==> src/rtl/seg_pkg.sv <==
// seg_pkg: shared 7-segment glyph table and drive-polarity helpers.
// Glyphs are active-high, bit order g..a.
package seg_pkg;

    localparam logic [15:0][6:0] SEG_LUT = {
        7'h71, 7'h79, 7'h5E, 7'h39, 7'h7C, 7'h77, 7'h6F, 7'h7F,
        7'h07, 7'h7D, 7'h6D, 7'h66, 7'h4F, 7'h5B, 7'h06, 7'h3F
    };

    function automatic logic [7:0] seg_drive(
        input logic [7:0] lit,
        input bit         act_low
    );
        return act_low ? ~lit : lit;
    endfunction

    function automatic logic [7:0] seg_unlit(input bit act_low);
        return seg_drive(8'h00, act_low);
    endfunction

endpackage

==> src/rtl/seg_hex_decode.sv <==
// seg_hex_decode: combinational hex nibble to active-high g..a glyph.
module seg_hex_decode
    import seg_pkg::*;
(
    input  logic [3:0] nib_i,
    output logic [6:0] seg_o
);

    assign seg_o = SEG_LUT[nib_i];

endmodule

==> src/rtl/seg_dynamic_scan.sv <==
// seg_dynamic_scan: multiplexed 7-segment scanner with frame-aligned
// data update, guard blanking, brightness window, blink and LZ blanking.
module seg_dynamic_scan
    import seg_pkg::*;
#(
    parameter int DIGITS       = 6,
    parameter int SLOT_CYC     = 50000,
    parameter int GUARD_CYC    = 16,
    parameter int BLINK_FRAMES = 83,
    parameter int SEG_ACT_LOW  = 1,
    parameter int SEL_ACT_LOW  = 0
) (
    input  logic                  sys_clk,
    input  logic                  sys_rst_n,
    input  logic [4*DIGITS-1:0]   digits_in,
    input  logic [DIGITS-1:0]     point,
    input  logic [DIGITS-1:0]     blink_mask,
    input  logic                  blank_lz,
    input  logic [2:0]            bright,
    input  logic                  seg_on,
    input  logic                  load,
    output logic [7:0]            seg,
    output logic [DIGITS-1:0]     sel,
    output logic                  frame_done
);

    localparam int SCW = $clog2(SLOT_CYC);
    localparam int DW  = $clog2(DIGITS);
    localparam int FW  = (BLINK_FRAMES > 1) ? $clog2(BLINK_FRAMES) : 1;
    localparam bit SEGL = (SEG_ACT_LOW != 0);
    localparam logic [DIGITS-1:0] SELX = (SEL_ACT_LOW != 0) ? '1 : '0;

    typedef struct packed {
        logic [4*DIGITS-1:0] digits;
        logic [DIGITS-1:0]   point;
        logic [DIGITS-1:0]   blink;
        logic                blz;
        logic [2:0]          bright;
    } disp_t;

    function automatic logic [SCW:0] on_end(input logic [2:0] b);
        return (SCW+1)'(GUARD_CYC +
            ((SLOT_CYC - GUARD_CYC) * (int'(b) + 1)) / 8);
    endfunction

    logic [SCW-1:0]    slot_q, slot_d;
    logic [DW-1:0]     dig_q, dig_d;
    logic [FW-1:0]     fcnt_q, fcnt_d;
    logic              phase_q, phase_d;
    disp_t             stg_q, stg_d, dsp_q, dsp_d;
    logic [SCW:0]      thr_q, thr_d;
    logic [7:0]        seg_q, seg_d;
    logic [DIGITS-1:0] sel_q, sel_d;
    logic              fd_q;
    logic              wrap, last, fstart, fend, in_win, lit, run;
    logic [DIGITS-1:0] lz;
    logic [3:0]        nib;
    logic [6:0]        glyph;

    seg_hex_decode u_dec (
        .nib_i (nib),
        .seg_o (glyph)
    );

    always_comb begin
        wrap    = (slot_q == SCW'(SLOT_CYC - 1));
        last    = (dig_q == DW'(DIGITS - 1));
        fstart  = (slot_q == '0) && (dig_q == '0);
        fend    = wrap && last;
        slot_d  = wrap ? '0 : slot_q + SCW'(1);
        dig_d   = dig_q;
        fcnt_d  = fcnt_q;
        phase_d = phase_q;
        if (wrap) dig_d = last ? '0 : dig_q + DW'(1);
        if (fend) begin
            if (fcnt_q == FW'(BLINK_FRAMES - 1)) begin
                fcnt_d  = '0;
                phase_d = ~phase_q;
            end else begin
                fcnt_d = fcnt_q + FW'(1);
            end
        end
        stg_d = stg_q;
        if (load) stg_d = '{digits: digits_in, point: point,
                            blink: blink_mask, blz: blank_lz,
                            bright: bright};
        // The display path uses the next-state copy so slot 0 cycle 0
        // already shows the new frame's data.
        dsp_d = fstart ? stg_q : dsp_q;
        thr_d = fstart ? on_end(stg_q.bright) : thr_q;
        run = dsp_d.blz;
        lz  = '0;
        for (int i = DIGITS - 1; i > 0; i--) begin
            run   = run && (dsp_d.digits[4*i +: 4] == 4'h0) &&
                    !dsp_d.point[i];
            lz[i] = run;
        end
        nib    = dsp_d.digits[4*dig_q +: 4];
        in_win = ({1'b0, slot_q} >= (SCW+1)'(GUARD_CYC)) &&
                 ({1'b0, slot_q} < thr_d);
        lit    = seg_on && in_win && !lz[dig_q] &&
                 !(dsp_d.blink[dig_q] && phase_q);
        seg_d  = lit ? seg_drive({dsp_d.point[dig_q], glyph}, SEGL)
                     : seg_unlit(SEGL);
        sel_d  = (lit ? (DIGITS'(1) << dig_q) : '0) ^ SELX;
    end

    always_ff @(posedge sys_clk or negedge sys_rst_n) begin
        if (!sys_rst_n) begin
            slot_q  <= '0;
            dig_q   <= '0;
            fcnt_q  <= '0;
            phase_q <= 1'b0;
            stg_q   <= '0;
            dsp_q   <= '0;
            thr_q   <= on_end(3'd0);
            seg_q   <= seg_unlit(SEGL);
            sel_q   <= SELX;
            fd_q    <= 1'b0;
        end else begin
            slot_q  <= slot_d;
            dig_q   <= dig_d;
            fcnt_q  <= fcnt_d;
            phase_q <= phase_d;
            stg_q   <= stg_d;
            dsp_q   <= dsp_d;
            thr_q   <= thr_d;
            seg_q   <= seg_d;
            sel_q   <= sel_d;
            fd_q    <= fend;
        end
    end

    assign seg        = seg_q;
    assign sel        = sel_q;
    assign frame_done = fd_q;

endmodule
==> config.mk <==
export PLATFORM = sky130hd
export DESIGN_NAME = seg_dynamic_scan
export DESIGN_NICKNAME = d
export VERILOG_FILES = /design/src/rtl/seg_pkg.sv /design/src/rtl/seg_hex_decode.sv /design/src/rtl/seg_dynamic_scan.sv
export SDC_FILE = /design/constraint.sdc
export NUM_CORES = 1
export LEC_CHECK = 0
export CORE_UTILIZATION = 56
export CTS_CLUSTER_DIAMETER = 80
export DETAILED_ROUTE_END_ITERATION = 16
export PLACE_DENSITY = 0.87
export SYNTH_ARGS = -nofsm -noshare
export SYNTH_HDL_FRONTEND = slang
export SYNTH_SLANG_ARGS = --single-unit
==> constraint.sdc <==
create_clock -name sys_clk -period 7.9 [get_ports sys_clk]
set_input_delay 1.185 -clock sys_clk [delete_from_list [all_inputs] [get_ports sys_clk]]
set_output_delay 1.185 -clock sys_clk [all_outputs]
set_load 0.01 [all_outputs]
==> metrics.txt, run 1 <==
result of the run complete, no violations; worst hold path class register to register; prevailing post-synth register cell dfrtp_1; remaining antenna violation count 0; core footprint between 10000 and 15000 sq um; slew margin rel. around 33%; CTS resizes 0; first-pass GRT wire length between 20000 and 30000 um; Clock Tree Root clkbuf_16; Power Total ~1800 uW; Req. time, crit path ~8000 ps; DP Area slightly below 8000 sq um; Clock transition at path regs about 60 ps; Design Area, Final about 8400 sq um; vias in the first global route ~5600; period utilization between 70 and 80%; layout cells sized above 1 14.3%; Area growth, synth to finish 17.9%; Seq/Total Area, Yosys between 40% and 50%; worst flop-to-flop path endpoint sel[1]$_DFF_PN0_; DRT Wirelength 16300 um; Hold Path Sink dsp_q[9]$_DFF_PN0_; CP Max Fanout 14; Post-Syn Area just over 7000 sq um; Pleak 0.00383 uW; worst vdd ir between 100 and 150 uV; Die ar. about 13000 sq um; gr usage total roughly 27%; post-synth net total ~790; HPWL Detailed about 11000 um; RSZ-0062 raised after global routing false; FF-to-FF Start stg_q[0]$_DFFE_PN0P_; clk_skew 6.36 ps; # hold bufs at CTS 0; CTS Buf Count 17; Die Width between 100 and 150 um; Critical Path AT 5870 ps; Yosys warnings 0; worst hold margin ~470 ps; initial antenna violation count 0; Yosys reg bits 136; Clock Sinks 136; gpl congestion around 0.92; Avg WL per Cell approximately 17 um; R2R setup slack between 2000 and 2500 ps; pwr/cell area around 220 nW/um^2; Remaining Overflow, GRT 0; syn_area_per_cell between 10 and 15 sq um; nets 845; CTS max path bufs 2; crit path capture type register; Cells after Synth 700; setup violators final 0; final hold viol count 0; Worst Setup Start Kind register; Tightest Pin Transition 1000 ps; Ports 59; Via Count approximately 5500; max-slew violation count 0; Hold Path Depth 2; Post-CTS Setup Bufs 0; fin crit period roughly 5500 ps; n_diodes 0; # port buffers between 50 and 60; Synth async-reset ratio 100%; library cells used by synthesis 65; hold path start stg_q[9]$_DFFE_PN0P_; initial core utilization around three fifths; path depth of the worst reg2reg path 21; DRC viols 0; Max Cap Violations 0; worst setup margin about 2400 ps; Rows 40; Clock Latency Late Sink about 420 ps; final setup TNS 0 ps; Detailed Route Iter0 Violations 530; pin count of the biggest net entering global routing 53; 1st-pass router iterations 5; WS Path Type register to register; CTS tree built; vias per cell a little under 6; post-place setup slack between 2000 and 2500 ps; H-tree depth 4; number of synthesized flops with an enable pin 0; fmax between 150 and 200 MHz; Chip Height 114 um
[per-layer routing]
layer,part of all wire [%],track usage [%],vias to the layer above
met1,41,34.5,2683
li1,-,-,2529
met2,50,45.1,241
met4,2.4,12.6,0
met3,6.7,5.77,32
met5,0,0,-
[cell usage in the layout (no fill, tap or decap), drive strengths merged, types with 17 or more instances in the layout]
cell	n
mux2	47
clkdlybuf4s50	56
inv	34
o21ai	30
xnor2	17
nor2	33
dfrtp	122
ha	44
a21oi	17
clkbuf	18
nand3	22
nand2	146
[registers in the layout (all words and copies together), names as in the netlist]
register    count
stg_q          40
sel             6
frame_done      1
dsp_q          37
slot_q         16
thr_q          17
seg             8
dig_q           3
fcnt_q          7
phase_q         1
[cells in the mapped netlist (2+ instances only)]
cell / count / area, sq um
a211o_1: 2 / 17.5
a211oi_1: 6 / 45.0
a21boi_0: 2 / 15.0
a21o_1: 5 / 37.5
a21oi_1: 16 / 80.1
a221oi_1: 2 / 17.5
a22o_1: 2 / 17.5
a31oi_1: 3 / 18.8
and2_1: 4 / 25.0
and3_1: 16 / 100
and4_1: 2 / 17.5
buf_2: 4 / 20.0
clkbuf_1: 21 / 78.8
dfrtp_1: 122 / 3050
dfstp_2: 14 / 368
ha_1: 44 / 551
inv_1: 31 / 116
mux2_2: 46 / 518
mux2i_1: 9 / 90.1
nand2_1: 146 / 548
nand2b_1: 5 / 31.3
nand3_1: 22 / 110
nand4_1: 12 / 75.1
nor2_1: 33 / 124
nor2b_1: 9 / 56.3
nor3_1: 10 / 50.1
nor4_2: 2 / 25.0
nor4b_1: 2 / 17.5
o211ai_1: 6 / 45.0
o21a_1: 5 / 37.5
o21ai_0: 22 / 110
o21ai_1: 7 / 35.0
o221ai_1: 2 / 17.5
o31ai_1: 2 / 15.0
or3_1: 3 / 18.8
or4_1: 3 / 22.5
xnor2_1: 17 / 149
xor2_1: 14 / 123
[worst max path at each step]
stage,slack [ps],startpoint,depth (start not counted),to
3_5_place_dp,2490,stg_q[0]$_DFFE_PN0P_,21,sel[1]$_DFF_PN0_
3_3_place_gp,2790,stg_q[0]$_DFFE_PN0P_,21,sel[4]$_DFF_PN0_
5_1_grt,2040,stg_q[0]$_DFFE_PN0P_,21,sel[1]$_DFF_PN0_
6_report,2360,stg_q[0]$_DFFE_PN0P_,21,sel[1]$_DFF_PN0_
2_1_floorplan,3130,stg_q[0]$_DFFE_PN0P_,22,sel[0]$_DFF_PN0_
4_1_cts,2450,stg_q[0]$_DFFE_PN0P_,21,sel[1]$_DFF_PN0_
[worst max-delay path: stages, from the launching register on]
cell and delay, ps:
dfrtp_1 450, inv_1 180, ha_1 450, ha_1 330, ha_1 280, ha_1 210, inv_1 90, fa_1 410
nand2b_1 220, a21o_1 210, xnor2_1 170, or4_4 470, nor2_1 150, xnor2_1 90, mux2i_1 210, ha_1 280
a211oi_1 230, o211ai_1 120, a21oi_1 130, o21bai_1 100, a31oi_4 410, nor2b_1 250
[power by group]
group / switching [uW] / leakage [uW] / internal [uW] / total, uW
clock: 303 / 0.000255 / 433 / 736
combinational: 170 / 0.00188 / 137 / 307
sequential: 28.1 / 0.00169 / 756 / 784
[kinds of logic (layout without fill, tap and decap cells)]
group	count (synthesis)	after routing	synth area share, %
buffers and inverters	57	125	3.20
and+or+nand+nor	276	276	18.1
xor gates and xnor gates	31	31	3.83
AOI/OAI and AO/OA	97	97	9.29
adders and majority gates	46	46	8.20
muxes	57	57	9.12
DFF	136	136	48.3
[stage by stage]
step / utilization (%) / std cells
3_3_place_gp: 64.1 / 905
3_5_place_dp: 64.1 / 905
6_report: 68.7 / 936
4_1_cts: 68.7 / 936
5_1_grt: 68.7 / 936
2_1_floorplan: - / 700
[final cells by class]
cell class	instances	area, sq um
Multi-Input combinational cell	507	3440
Timing Repair Buffer	63	611
Inverter	31	116
Clock inverter	13	125
Tap cell	168	210
Sequential cell	136	3420
Fill cell	874	3810
Clock buffer	18	429
No activity file was read; power rests on OpenSTA's default activity.
==> run 2: changes to the inputs <==
--- a/config.mk
+++ b/config.mk
@@ -5,7 +5,7 @@
 export SDC_FILE = /design/constraint.sdc
 export NUM_CORES = 1
 export LEC_CHECK = 0
-export CORE_UTILIZATION = 56
+export CORE_UTILIZATION = 53
 export CTS_CLUSTER_DIAMETER = 80
 export DETAILED_ROUTE_END_ITERATION = 16
 export PLACE_DENSITY = 0.87
==> constraint.sdc (replaced) <==
create_clock -name sys_clk -period 4.8 [get_ports sys_clk]
set_input_delay 0.72 -clock sys_clk [delete_from_list [all_inputs] [get_ports sys_clk]]
set_output_delay 0.72 -clock sys_clk [all_outputs]
set_load 0.01 [all_outputs]
==> metrics.txt, run 2 (synthesis gave the netlist of run 1 again) <==
Clock Sinks 136 (unchanged); Max Cap Violations 0 (unchanged); Power Total 3320 uW (was 1830 uW); vias in the first global route 5453 (was 5586); met2 Use GR 41.4% (was 45.1%); gr usage total 24.8% (was 27.3%); Largest delay share family, worst path adder cells (unchanged); Avg WL per Cell 17.5 um (was 17.4 um); CP Max Fanout 7 (was 14); total instance count after detailed placement 936 (was 905); # port buffers 58 (unchanged); Clock transition at path regs 60 ps (about the same); Clock Tree Root clkbuf_16 (unchanged); slew margin rel. 34.8% (was 33.0%); Critical Path AT 5150 ps (was 5870 ps); CTS Buf Count 17 (unchanged); vias per cell 5.75 (was 5.86); CTS tree built (unchanged); fin crit period 4800 ps (was 5540 ps); final setup TNS 0 ps (unchanged); HPWL Detailed 11500 um (was 11400 um); final hold viol count 0 (unchanged); commonest cells after routing, fill and taps aside 146 x nand2_1, 120 x dfrtp_1, 56 x clkdlybuf4s50_1, 46 x mux2_2, 37 x buf_4 (was 146 x nand2_1, 122 x dfrtp_1, 56 x clkdlybuf4s50_1, 46 x mux2_2, 44 x ha_1); Tightest Pin Transition 978 ps (was 1000 ps); Req. time, crit path 5160 ps (was 8230 ps); Comb power frac 19.9% (was 16.8%); Ports 59 (unchanged); n_diodes 0 (unchanged); fmax 208 MHz (was 181 MHz); initial core utilization 55.2% (was 58.2%); Remaining Overflow, GRT 0 (unchanged); core footprint 12800 sq um (was 12200 sq um); Final Instance Count excl. Fillers 975 (was 936); CP peak stage delay 560 ps (was 470 ps); period utilization 99.9% (was 70.1%); initial antenna violation count 0 (unchanged); GRT Max-Usage Layer met2 (unchanged); switching fraction of total power 25.2% (was 27.4%); worst path bufs/invs 3 (was 2); pin count of the biggest net entering global routing 56 (was 53); Chip Height 118 um (was 114 um); Detailed Route Iter0 Violations 386 (was 530); result of the run complete, no violations (unchanged); biggest regs stg_q (40), dsp_q (37), thr_q (17) (unchanged); worst vdd ir 288 uV (was 144 uV); Rows 41 (was 40); Worst Setup Start Kind register (unchanged); 1st-pass router iterations 5 (unchanged); Psw 839 uW (was 501 uW); Via Count 5607 (was 5485); Area growth, synth to finish 26.4% (was 17.9%); CTS max path bufs 2 (unchanged); CP max stage cell or4_4 (unchanged); WS Path Type register to register (unchanged); setup violators final 0 (unchanged); nets 881 (was 845); # hold bufs at CTS 0 (unchanged); H-tree depth 4 (unchanged); routing usage on met3 3.15% (was 5.77%); first-pass GRT wire length 27100 um (was 27200 um); Clock Latency Late Sink 420 ps (about the same); global-route met1 utilization 32.2% (was 34.5%); layout cells sized above 1 22.2% (was 14.3%); Die Width 118 um (was 114 um); Die ar. 13800 sq um (was 13100 sq um); max-slew violation count 0 (unchanged); Internal Power 2480 uW (was 1330 uW); max reg flops 40 (unchanged); commonest non-fill, non-tap cell in the layout nand2_1 (unchanged); clock share of power 41.3% (was 40.3%); crit path capture type register (unchanged); crit-path cells buf_4 > and3_4 > ha_4 > ha_4 > ha_4 > inv_2 > fa_2 > nand2b_4 > a21o_1 > xnor2_2 > or4_4 > nor2_4 > xnor2_1 > mux2i_1 > ha_1 > a211oi_2 > o211ai_1 > a21oi_2 > o21bai_2 > a31oi_4 > buf_12 > and3_4 (was inv_1 > ha_1 > ha_1 > ha_1 > ha_1 > inv_1 > fa_1 > nand2b_1 > a21o_1 > xnor2_1 > or4_4 > nor2_1 > xnor2_1 > mux2i_1 > ha_1 > a211oi_1 > o211ai_1 > a21oi_1 > o21bai_1 > a31oi_4 > nor2b_1); Pleak 0.00409 uW (was 0.00383 uW); DRT Wirelength 17100 um (was 16300 um); clk_skew 8.98 ps (was 6.36 ps); gpl congestion 0.870 (was 0.921); CP dominant cell by count ha_4 (was ha_1); Reg with most FFs stg_q (unchanged); pwr/cell area 371 nW/um^2 (was 219 nW/um^2); worst hold path class input pin to async pin (was register to register); DRC viols 0 (unchanged); remaining antenna violation count 0 (unchanged); RSZ-0062 raised after global routing true (was false); Seq pwr share 38.9% (was 42.9%)
## run 2: what timing repair did
item | 4_1_cts | 5_1_grt
endpoints found under the setup margin | 12 | 14
gates cloned | 0 | 1
gates resized for setup | 3 | 41
setup buffers | 1 | 8
pin swaps | 0 | 19
## run 2: power by group through the flow
| stage | sequential (uW) | clock (uW) | combinational [uW] |
|---|---|---|---|
| 6_report | 1290 | 1370 | 660 |
| 5_1_grt | 1300 | 1440 | 719 |
| 4_1_cts | 1290 | 1380 | 573 |
| 3_5_place_dp | 1310 | 0 | 555 |
| 3_3_place_gp | 1300 | 0 | 532 |
| 2_1_floorplan | 1290 | 0 | 331 |
## run 2: final cells by class
class	instances	area [sq um]
fill	898	3870
multi-input combinational	507	3660
sequential	136	3420
timing repair buffer	99	922
clock buffer	21	470
tap	172	215
clock inverter	9	148
inverter	31	116
## run 2: metal layers
metal	wire, um	vias to the layer above
met5	0	-
met4	492	0
met3	803	36
met2	8520	208
met1	7270	2755
li1	-	2608
## run 2: per-stage QoR
step                hold slack (ps)  util, %  worst slack [ps]  area, sq um
floorplan                       424        -              28.6         7080
global placement                452     62.5              86.7         8020
detailed placement              453     62.5             -43.0         8020
CTS                             250     67.6              8.29         8670
global route                    283     69.8              -178         8950
finish                          239     69.8              2.69         8950
## run 2: path summary, 6_finish.rpt
check / start / to / slack (ps) / cells past startpoint
max in group asynchronous: sys_rst_n / stg_q[18]$_DFFE_PN0P_ / 3520 / 2
min reg2reg: stg_q[26]$_DFFE_PN0P_ / dsp_q[26]$_DFF_PN0_ / 460 / 2
min: sys_rst_n / stg_q[1]$_DFFE_PN0P_ / 240 / 1
max: stg_q[1]$_DFFE_PN0P_ / sel[4]$_DFF_PN0_ / 3 / 22
max reg2reg: stg_q[1]$_DFFE_PN0P_ / sel[4]$_DFF_PN0_ / 3 / 22
min in group sys_clk: stg_q[26]$_DFFE_PN0P_ / dsp_q[26]$_DFF_PN0_ / 460 / 2
==> run 3: changes to the inputs <==
--- a/config.mk
+++ b/config.mk
@@ -5,10 +5,12 @@
 export SDC_FILE = /design/constraint.sdc
 export NUM_CORES = 1
 export LEC_CHECK = 0
+export ABC_CLOCK_PERIOD_IN_PS = 4800
 export CORE_UTILIZATION = 53
-export CTS_CLUSTER_DIAMETER = 80
+export CTS_CLUSTER_DIAMETER = 40
 export DETAILED_ROUTE_END_ITERATION = 16
 export PLACE_DENSITY = 0.87
+export SLEW_MARGIN = 30
 export SYNTH_ARGS = -nofsm -noshare
 export SYNTH_HDL_FRONTEND = slang
 export SYNTH_SLANG_ARGS = --single-unit
==> metrics.txt, run 3 (synthesis gave the netlist of run 1 again) <==
result of the run finished with violations (was complete, no violations); violated checks setup timing; Internal Power 2480 uW (about the same); crit path capture type register (unchanged); Worst Setup Start Kind register (unchanged); Clock Tree Root clkbuf_16 (unchanged); clock share of power 41.3% (about the same); Pleak 0.00409 uW (about the same); fmax 208 MHz (about the same); Reg with most FFs stg_q (unchanged); Ports 59 (unchanged); RSZ-0062 raised after global routing true (unchanged); Filler cells 893 (was 898); max-slew violation count 0 (unchanged); Psw 837 uW (was 839 uW); Rows 41 (unchanged); nets 881 (unchanged); fin crit period 4800 ps (about the same); Chip Height 118 um (unchanged); slew margin rel. 55.7% (was 34.8%); n_diodes 0 (unchanged); CP Max Fanout 7 (unchanged); # port buffers 58 (unchanged); clk_skew 9.10 ps (was 8.98 ps); pwr/cell area 371 nW/um^2 (about the same); Die Width 118 um (unchanged); worst vdd ir 288 uV (about the same); Clock transition at path regs 60 ps (about the same); multi-input logic area 3660 sq um (about the same); worst setup margin -3.63 ps (was 2.69 ps); layout cells sized above 1 22.5% (was 22.2%); commonest cells after routing, fill and taps aside 145 x nand2_1, 120 x dfrtp_1, 56 x clkdlybuf4s50_1, 46 x mux2_2, 38 x buf_4 (was 146 x nand2_1, 120 x dfrtp_1, 56 x clkdlybuf4s50_1, 46 x mux2_2, 37 x buf_4); post-place setup slack -43.0 ps (unchanged); Clock Latency Late Sink 420 ps (about the same); DRC viols 0 (unchanged); CTS max path bufs 2 (unchanged); vias per cell 5.75 (about the same); initial core utilization 55.2% (unchanged); pin count of the biggest net entering global routing 56 (unchanged); CTS tree built (unchanged); Seq pwr share 38.9% (about the same); HPWL Detailed 11500 um (unchanged); Remaining Overflow, GRT 0 (unchanged); Tightest Pin Transition 664 ps (was 978 ps); biggest regs stg_q (40), dsp_q (37), thr_q (17) (unchanged); gpl congestion 0.870 (unchanged); Register Area 3420 sq um (unchanged); max reg flops 40 (unchanged); WS Path Type register to register (unchanged); Clock Sinks 136 (unchanged); Max Cap Violations 0 (unchanged); Via Count 5606 (was 5607); final hold viol count 0 (unchanged); vias in the first global route 5453 (unchanged); first-pass GRT wire length 27100 um (unchanged); Die ar. 13800 sq um (unchanged); Avg WL per Cell 17.5 um (about the same); Comb power frac 19.8% (was 19.9%); worst hold path class input pin to async pin (unchanged); H-tree depth 4 (unchanged); path depth of the worst reg2reg path 22 (unchanged); core footprint 12800 sq um (unchanged); Detailed Route Iter0 Violations 405 (was 386); final setup TNS -3.63 ps (was 0 ps); Req. time, crit path 5160 ps (about the same); commonest non-fill, non-tap cell in the layout nand2_1 (unchanged); gr usage total 24.8% (unchanged); period utilization 100% (was 99.9%); initial antenna violation count 0 (unchanged); Area growth, synth to finish 26.4% (about the same); switching fraction of total power 25.2% (about the same); CTS Buf Count 17 (unchanged); DRT Wirelength 17000 um (was 17100 um); setup violators final 1 (was 0); Critical Path AT 5160 ps (was 5150 ps); remaining antenna violation count 0 (unchanged); 1st-pass router iterations 5 (unchanged)
run 3: worst paths after layout:
kind                                            start               endpoint  slack (ps)
worst max-delay path             stg_q[1]$_DFFE_PN0P_       sel[4]$_DFF_PN0_          -4
worst min-delay path                        sys_rst_n   stg_q[3]$_DFFE_PN0P_         240
worst max register to register   stg_q[1]$_DFFE_PN0P_       sel[4]$_DFF_PN0_          -4
worst min register to register  stg_q[26]$_DFFE_PN0P_    dsp_q[26]$_DFF_PN0_         460
max in group asynchronous                   sys_rst_n  stg_q[18]$_DFFE_PN0P_        3530
min in group sys_clk            stg_q[26]$_DFFE_PN0P_    dsp_q[26]$_DFF_PN0_         460
run 3: area by class of cell:
class / count / share of cell area (%)
Clock buffer: 21 / 5.25
Clock inverter: 9 / 1.65
Inverter: 31 / 1.30
Multi-Input combinational cell: 507 / 40.8
Sequential cell: 136 / 38.2
Tap cell: 172 / 2.40
Timing Repair Buffer: 99 / 10.3
run 3: repair_timing:
action | in CTS | in global routing
cloned | 0 | 1
setup endpoints to repair | 12 | 14
pin swaps | 0 | 19
resized for setup | 3 | 42
setup buffers | 1 | 8
hold buffers | 0 | 0
endpoints found under the hold margin | 0 | 0
run 3: worst max-delay path: stages, from the launching register on:
cell and delay (ps):
dfrtp_1 400, buf_4 150, and3_4 170, ha_4 250
ha_4 270, ha_4 130, inv_2 40, fa_2 390
nand2b_4 150, a21o_1 190, xnor2_2 150, or4_4 560
nor2_4 110, xnor2_1 120, mux2i_1 110, ha_1 340
a211oi_2 250, o211ai_1 130, a21oi_2 150, o21bai_2 110
a31oi_4 260, buf_12 160, and3_4 180
run 3: metal layers:
metal | routed length, um | track usage, % | up-vias
met5 | 0 | 0 | -
met4 | 475 | 11.6 | 0
met3 | 934 | 3.15 | 34
met2 | 8510 | 41.4 | 218
met1 | 7100 | 32.2 | 2749
li1 | - | - | 2605
run 3: stage by stage:
stage                     power (uW)  cell area [sq um]  utilization [%]  hold WS, ps  instances
after global placement          1830               8020             62.5          452        936
after floorplan                 1620               7080                -          424        700
after global routing            3460               8960             69.8          283        975
after detailed placement        1860               8020             62.5          453        936
after CTS                       3240               8670             67.6          250        967
final                           3320               8960             69.8          239        975
run 3: power by group through the flow:
| stage | combinational (uW) | sequential [uW] | clock [uW] |
|---|---|---|---|
| 6_report | 659 | 1290 | 1370 |
| 5_1_grt | 719 | 1300 | 1440 |
| 4_1_cts | 573 | 1290 | 1380 |
| 3_5_place_dp | 555 | 1310 | 0 |
| 3_3_place_gp | 532 | 1300 | 0 |
| 2_1_floorplan | 331 | 1290 | 0 |
